**config.mk**
```make
export PLATFORM = sky130hd
export DESIGN_NAME = product_accumulator
export DESIGN_NICKNAME = d
export VERILOG_FILES = /design/src/rtl/product_accumulator.sv
export SDC_FILE = /design/constraint.sdc
export NUM_CORES = 1
export LEC_CHECK = 0
export ABC_AREA = 0
export ABC_CLOCK_PERIOD_IN_PS = 2100
export CAP_MARGIN = 20
export CORE_MARGIN = 8
export CORE_UTILIZATION = 50
export CTS_CLUSTER_SIZE = 8
export DETAILED_ROUTE_END_ITERATION = 8
export PLACE_DENSITY_LB_ADDON = 0.25
export SETUP_SLACK_MARGIN = 0.4
export SYNTH_ARGS = -nofsm -noshare
export SYNTH_HDL_FRONTEND = slang
export SYNTH_SLANG_ARGS = --single-unit
```
**constraint.sdc**
```tcl
create_clock -name clk -period 2.1 [get_ports clk]
set_input_delay 0.42 -clock clk [delete_from_list [all_inputs] [get_ports clk]]
set_output_delay 0.42 -clock clk [all_outputs]
set_load 0.02 [all_outputs]
```
**src/rtl/product_accumulator.sv**
```systemverilog
`default_nettype none
// +--------------------------------------------------------------------------+
// | Module   : product_accumulator                                           |
// | Purpose  : Accumulates up to LEN unsigned products per frame and         |
// |            presents the frame sum and product count on a valid/ready     |
// |            output. Input and output both use valid/ready handshakes.     |
// | Revision : 1.0 - initial release                                         |
// +--------------------------------------------------------------------------+
module product_accumulator #(
  parameter int PROD_W = 8,
  parameter int LEN    = 4,
  parameter int CNT_W  = $clog2(LEN + 1),
  parameter int ACC_W  = PROD_W + $clog2(LEN)
) (
  input  logic              clk,
  input  logic              rst,
  input  logic              clear,
  input  logic              in_valid,
  output logic              in_ready,
  input  logic [PROD_W-1:0] in_prod,
  input  logic              in_last,
  output logic              out_valid,
  input  logic              out_ready,
  output logic [ACC_W-1:0]  out_sum,
  output logic [CNT_W-1:0]  out_n
);

  typedef enum logic [0:0] {
    ST_ACCUM = 1'b0,
    ST_HOLD  = 1'b1
  } state_t;

  localparam logic [CNT_W-1:0] c_LAST_IDX = CNT_W'(LEN - 1);

  state_t             state_q, state_d;
  logic [ACC_W-1:0]   acc_q,   acc_d;
  logic [CNT_W-1:0]   cnt_q,   cnt_d;
  logic [ACC_W-1:0]   sum_q,   sum_d;
  logic [CNT_W-1:0]   n_q,     n_d;
  logic               valid_q, valid_d;

  logic               w_accept;
  logic               w_final;
  logic [ACC_W-1:0]   w_acc_next;
  logic [CNT_W-1:0]   w_cnt_next;

  // Ready is a function of state and clear only, so it never depends on out_ready.
  assign in_ready   = (state_q == ST_ACCUM) && !clear;
  assign w_accept   = in_valid && in_ready;
  assign w_final    = (cnt_q == c_LAST_IDX) || in_last;
  assign w_acc_next = acc_q + {{(ACC_W - PROD_W){1'b0}}, in_prod};
  assign w_cnt_next = cnt_q + CNT_W'(1);

  assign out_valid  = valid_q;
  assign out_sum    = sum_q;
  assign out_n      = n_q;

  // Next-state logic: clear overrides everything except reset.
  always_comb begin
    state_d = state_q;
    acc_d   = acc_q;
    cnt_d   = cnt_q;
    sum_d   = sum_q;
    n_d     = n_q;
    valid_d = valid_q;

    if (clear) begin
      if (state_q == ST_ACCUM) begin
        acc_d = '0;
        cnt_d = '0;
      end else begin
        valid_d = 1'b0;
        state_d = ST_ACCUM;
      end
    end else begin
      case (state_q)
        ST_ACCUM: begin
          if (w_accept) begin
            if (w_final) begin
              sum_d   = w_acc_next;
              n_d     = w_cnt_next;
              valid_d = 1'b1;
              acc_d   = '0;
              cnt_d   = '0;
              state_d = ST_HOLD;
            end else begin
              acc_d = w_acc_next;
              cnt_d = w_cnt_next;
            end
          end
        end
        ST_HOLD: begin
          if (valid_q && out_ready) begin
            valid_d = 1'b0;
            state_d = ST_ACCUM;
          end
        end
        default: begin
          state_d = ST_ACCUM;
          valid_d = 1'b0;
        end
      endcase
    end
  end

  // State register with synchronous active-high reset.
  always_ff @(posedge clk) begin
    if (rst) begin
      state_q <= ST_ACCUM;
      acc_q   <= '0;
      cnt_q   <= '0;
      sum_q   <= '0;
      n_q     <= '0;
      valid_q <= 1'b0;
    end else begin
      state_q <= state_d;
      acc_q   <= acc_d;
      cnt_q   <= cnt_d;
      sum_q   <= sum_d;
      n_q     <= n_d;
      valid_q <= valid_d;
    end
  end

endmodule
`default_nettype wire

```
# After elaboration in Yosys (flattened, before gate mapping)
# Index checks and enable logic that the tools add are counted.
# word_totals
out_inout_bits,15
wordCells,45
latch_bits,0
mem_bits_ro,0
input_bits,14
ram_bits,0
mem_count,0
reg_bits,28
# op_classes
addsub,2
n_div,0
n_mul,0
n_reduce_logical,10
n_eq_ne,5
n_mux,20
shift,0
order_cmp,0
n_bitwise,2
# ops
operator,n
2-to-1 mux 10 bit,5
2-to-1 mux 3 bit,5
adder 10 x 8 -> 10 bit,1
2-to-1 mux 1 bit,8
AND reduction 4 bit,2
inequality test 3 bit (second input constant),2
case mux 1 bit (2 select lines),2
adder 3 x 1 -> 3 bit (second input constant),1
== test 3 x 2 -> 1 bit (second input constant),1
logical AND 1 bit,3
inequality test 3 x 2 -> 1 bit (second input constant),1
inequality test 2 x 1 -> 1 bit (second input constant),1
NOT 1 bit,2
AND reduction 2 bit,1
nonzero test 2 bit,1
OR reduction 2 bit,1
zero test 1 bit,1
logical OR 1 bit,1

# Depth between registers and ports, before layout
# logic_depth
ltp_word,6
ltp_mapped,8
mapped_depth_nobuf,8

# Worst setup path after synthesis
# Ideal clock, no wire load.
# synth_path
kind,input port to flip-flop
startpoint,input port in_prod[5]
endpoint,register acc_q[8]
t_required_ns,2.026
cell_stages,5
setup_ns,0.074
n_path_buf,0
t_arrival_ns,1.903
slack_ns,0.123
path_cell_list,ha_1 > a21o_1 > a221o_1 > or4_1 > a31oi_1
# synth_via
elab_chain_cells,5
# synth_lines
item,line,rtl
from (decl),20,"input logic [PROD_W-1:0] in_prod,"
adder 10 x 8 -> 10 bit,51,"assign w_acc_next = acc_q + {{(ACC_W - PROD_W){1'b0}}, in_prod};"
2-to-1 mux 10 bit,79,if (w_final) begin
2-to-1 mux 10 bit,78,if (w_accept) begin
2-to-1 mux 10 bit,76,case (state_q)
2-to-1 mux 10 bit,67,if (clear) begin
to (signal assigned),110,acc_q <= '0;
to (signal assigned),117,acc_q <= acc_d;
to (decl),36,"logic [ACC_W-1:0] acc_q, acc_d;"
# Every way passes these cells. The select of a mux whose other input is x is not followed.
# A chain may end at the register's enable or synchronous reset.

# Worst setup path after layout
# layout_path
startpoint,register acc_q[0]
endpoint,register acc_q[6]
# layout_via
elab_chain_cells,5
# layout_lines
item,line
adder 10 x 8 -> 10 bit,51
2-to-1 mux 10 bit,79
2-to-1 mux 10 bit,78
2-to-1 mux 10 bit,76
2-to-1 mux 10 bit,67
# Every way passes these cells. The select of a mux whose other input is x is not followed.

==> impl.org <==
** Outcome
- The flow ran to the end, but the final reports show violations.
- The final reports fail on design-rule violations.

** Clock network
- CTS tree :: built
- Total clock buffers created by CTS :: 3
- Bufs on Longest Clock Path :: 2
- Clock latency on the worst-skew pair, taken at its later pin, is 0.36 ns.
- In this run the number of H-tree levels came out at 1.
- Register clock-pin slew on the reported worst setup and hold paths :: 0.16 ns
- CTS saw 28 sinks.
- Clock root buffer :: sky130_fd_sc_hd__clkbuf_4

** Die
- The die covers 4840 um^2.
- 29 I/O pins were placed.
- Horizontal extent of the die :: 69.6 um
- Initial core utilization :: 52.4%
- The total area inside the core boundary comes to 2730 um^2.
- In this run the vertical extent of the chip is 69.6 um.
- Core Rows :: 19

** Critical path
- The critical path is of the register to register type.
- The startpoint identified for the worst register-to-register timing path is acc_q[0]$_SDFFE_PP0P_.
- The slowest stage of the critical path is the sky130_fd_sc_hd__dfxtp_2 cell.
- For this run, the slowest stage of the critical path takes 0.39 ns.
- Worst setup EP type :: register
- Critical path launch point type :: register
- At the worst endpoint, the required time is 2.35 ns.
- Worst setup path startpoint :: acc_q[0]$_SDFFE_PP0P_
- Chain of cells forming the critical path :: ha_4 -> inv_2 -> fa_2 -> nand2b_4 -> a21oi_4 -> a31oi_4 -> a221o_1
- Data arrives at the worst endpoint at 2.17 ns.
- Along the worst path, the maximum fanout reaches 4.

** GRT
- The first global-routing pass estimated 7.98 mm of wire.
- The total overflow left after global routing is 0.
- Number of antenna violations at the first check in global routing :: 0
- Largest net degree at the start of global routing :: 17
- Overall routing resource usage :: 19.6%
- Number of global-route vias before repair :: 1,681

** Synthesis
- Register bit total from synthesis :: 28
- Synthesis warning total :: 0
- Async SR Flop Fraction :: 0%
- Cell area after technology mapping :: 1430 um^2
- Count of distinct cell types in the synthesized netlist :: 37
- In this run, synthesis inferred 0 flip-flops with an integrated enable.
- Cells after Synth :: 172
- For this run, the leading register cell type out of synthesis is sky130_fd_sc_hd__dfxtp_1.
- Averaged over all synthesized cells, the footprint is 8.34 um^2.
- Register area share after synthesis :: 39.1%
- Number of nets produced by synthesis :: 197

** Min path
- Worst min path class :: register to register
- Critical hold path startpoint :: out_sum[0]$_SDFFE_PP0P_

** STA
- Setup total negative slack on the finished layout was measured at 0 ns.
- Worst-case clock skew :: 0.0143 ns
- Worst slew pin tran :: 0.499 ns
- The number of failing hold endpoints at the final stage was 0.
- Subtracting the final worst setup slack from the clock period gives 1.92 ns.
- Worst max-slew margin expressed relative to the limit :: 66.6%
- Derived from the worst setup path, the maximum achievable clock frequency is 0.521 GHz.
- Setup repair after global routing could not meet its margin everywhere.
- The max-slew violation count was 0.
- The worst path uses 91.4% of the clock period.
- Setup violations remaining at the end of the flow were counted as 0.

** Routing
- Number of routed nets with antenna violations :: 0
- Detailed-routing iteration count for the pre-antenna-repair pass :: 9
- After the first detailed-routing iteration, the DRC count stood at 212.
- After detailed routing, the number of remaining DRC violations is 1.
- Using the TritonRoute via totals, the vias-per-cell ratio works out to 6.58.
- Wire length on met1 :: 2.43 mm
- Routed len/inst :: 23.9 um
- Wires add up to 6.44 mm.
- Highest routing layer actually used :: met4
- Summed over all nets, wire length on met3 after detailed routing comes to 566 um.
- Detailed routing placed a total of 3.03 mm of wire on met2.
- For this block, the via count after detailed routing is 1,769.

** Layout
- Count of fill cells added during filler insertion :: 136
- The number of antenna diodes in the final layout is 0.
- Compared with the post-synthesis result, the final layout area differs by 69.3%.
- The post-route netlist has 39.9% of its cells at a drive strength greater than 1.
- Non-Filler Cell Area, Final :: 2430 um^2
- The net count of the finished layout is 264.

** Place
- Port bufs :: 28
- The HPWL after detailed placement is 2.99 mm.
- At the end of routability-driven placement, the weighted congestion stood at 0.857.
- In this run the cell area measured after placement is 2030 um^2.

** Power and ir drop
- Of the total power, the clock network draws 31.3%.
- Power Density :: 500 nW/um^2
- Design internal power :: 0.864 mW
- Of the total power, the share spent switching nets is 28.8%.
- Power dissipated by switching net loads :: 0.349 mW
- Of the total power, registers draw 45.8%.
- IR analysis of the VDD net gives a maximum drop of 580 uV.
- For this design the static power due to leakage is 1.03 nW.
- Proportion of power drawn by combinational gates :: 23.0%

** Job
- Across the run, the number of max-cap violations was 0.
-- metal layers --
| metal | global-route usage (%) | vias to the layer above |
|---|---|---|
| met3 | 4.58 | 46 |
| met1 | 22.8 | 832 |
| li1 | - | 741 |
| met5 | 0 | - |
| met4 | 7.52 | 0 |
| met2 | 33.7 | 150 |
-- power groups by stage --
stage	clock network, mW	registers [mW]	logic [mW]
global placement	0	0.565	0.207
detailed placement	0	0.567	0.212
finish	0.379	0.555	0.279
global route	0.397	0.557	0.288
floorplan	0	0.577	0.100
CTS	0.365	0.556	0.218
-- layout make-up --
class / instances / area [um^2] / area share (%)
Clock buffer: 3 / 22.5 / 0.928
Clock inverter: 1 / 30.0 / 1.24
Inverter: 5 / 18.8 / 0.773
Multi-Input combinational cell: 131 / 1150 / 47.5
Sequential cell: 28 / 578 / 23.8
Tap cell: 31 / 38.8 / 1.60
Timing Repair Buffer: 70 / 587 / 24.2
-- registers in the layout (all words and copies together), names as in the netlist --
register and cells:
acc_q 10, out_sum 10, cnt_q 3, out_n 3, out_valid 1, state_q 1
-- per-stage QoR --
step / instances / util [%] / total power [mW] / hold slack (ns) / setup slack (ns)
global placement: 249 / 74.1 / 0.772 / 0.443 / -0.250
detailed placement: 249 / 74.1 / 0.779 / 0.448 / -0.305
global route: 269 / 88.8 / 1.24 / 0.497 / 0.145
CTS: 261 / 81.1 / 1.14 / 0.465 / 0.179
finish: 269 / 88.8 / 1.21 / 0.479 / 0.180
floorplan: 172 / - / 0.677 / 0.454 / 0.263
-- synth_stat cells, drive strengths merged, types with 3 or more instances --
| library cell | count | area share [%] |
|---|---|---|
| a211oi | 4 | 2.1 |
| a21o | 3 | 1.6 |
| a21oi | 18 | 6.3 |
| a22oi | 6 | 3.1 |
| a31oi | 3 | 1.3 |
| clkbuf | 8 | 2.1 |
| dfxtp | 28 | 39 |
| ha | 10 | 8.7 |
| inv | 5 | 1.3 |
| nand2 | 18 | 4.7 |
| nand3 | 5 | 1.7 |
| nand3b | 4 | 2.1 |
| nand4b | 3 | 1.8 |
| nor2 | 24 | 6.3 |
| o21ai | 3 | 1.0 |
| or4 | 4 | 2.1 |
-- worst paths after layout --
path	end	slack (ns)	cells past startpoint
hold reg to reg	out_sum[0]$_SDFFE_PP0P_	0.48	2
setup reg to reg	acc_q[6]$_SDFFE_PP0P_	0.18	7
setup / recovery	acc_q[6]$_SDFFE_PP0P_	0.18	7
hold / removal	out_sum[0]$_SDFFE_PP0P_	0.48	2
-- cells in the final DEF, fill, tap and decap left out, types with 4 or more instances in the layout --
cell type                          n
sky130_fd_sc_hd__dfxtp_2           5
sky130_fd_sc_hd__clkdlybuf4s50_1   5
sky130_fd_sc_hd__dlygate4sd2_1    21
sky130_fd_sc_hd__nand3b_1          4
sky130_fd_sc_hd__a21oi_1          14
sky130_fd_sc_hd__buf_6             6
sky130_fd_sc_hd__inv_1             4
sky130_fd_sc_hd__buf_4            36
sky130_fd_sc_hd__nand2_1          18
sky130_fd_sc_hd__a22oi_1           6
sky130_fd_sc_hd__nor2_1           22
sky130_fd_sc_hd__dfxtp_1          20
sky130_fd_sc_hd__ha_4             10
-- logic make-up after synthesis --
group                    count (synthesis)  synth area share, %
multiplexers                             1                0.698
AO/OA/AOI/OAI                           44                 19.6
adder cells (fa/ha/maj)                 11                 10.1
buffers and inverters                   13                 3.40
AND/OR/NAND/NOR                         71                 24.6
XOR/XNOR                                 4                 2.44
flip-flops                              28                 39.1
-- worst max-delay path, delay by kind of cell (launching register included) --
family,cells,cell delay [ns]
flops,1,0.39
simple gates,1,0.18
buf+inv,1,0.04
fa+ha+maj,2,0.49
compound gates,3,0.74
-- repair_timing --
action	in CTS	in global routing
gates cloned	0	0
pin swaps	19	28
setup buffers	8	8
gates resized for setup	51	30
hold buffers	0	0
endpoints found under the setup margin	31	24
Power figures use the tool's default switching activity.
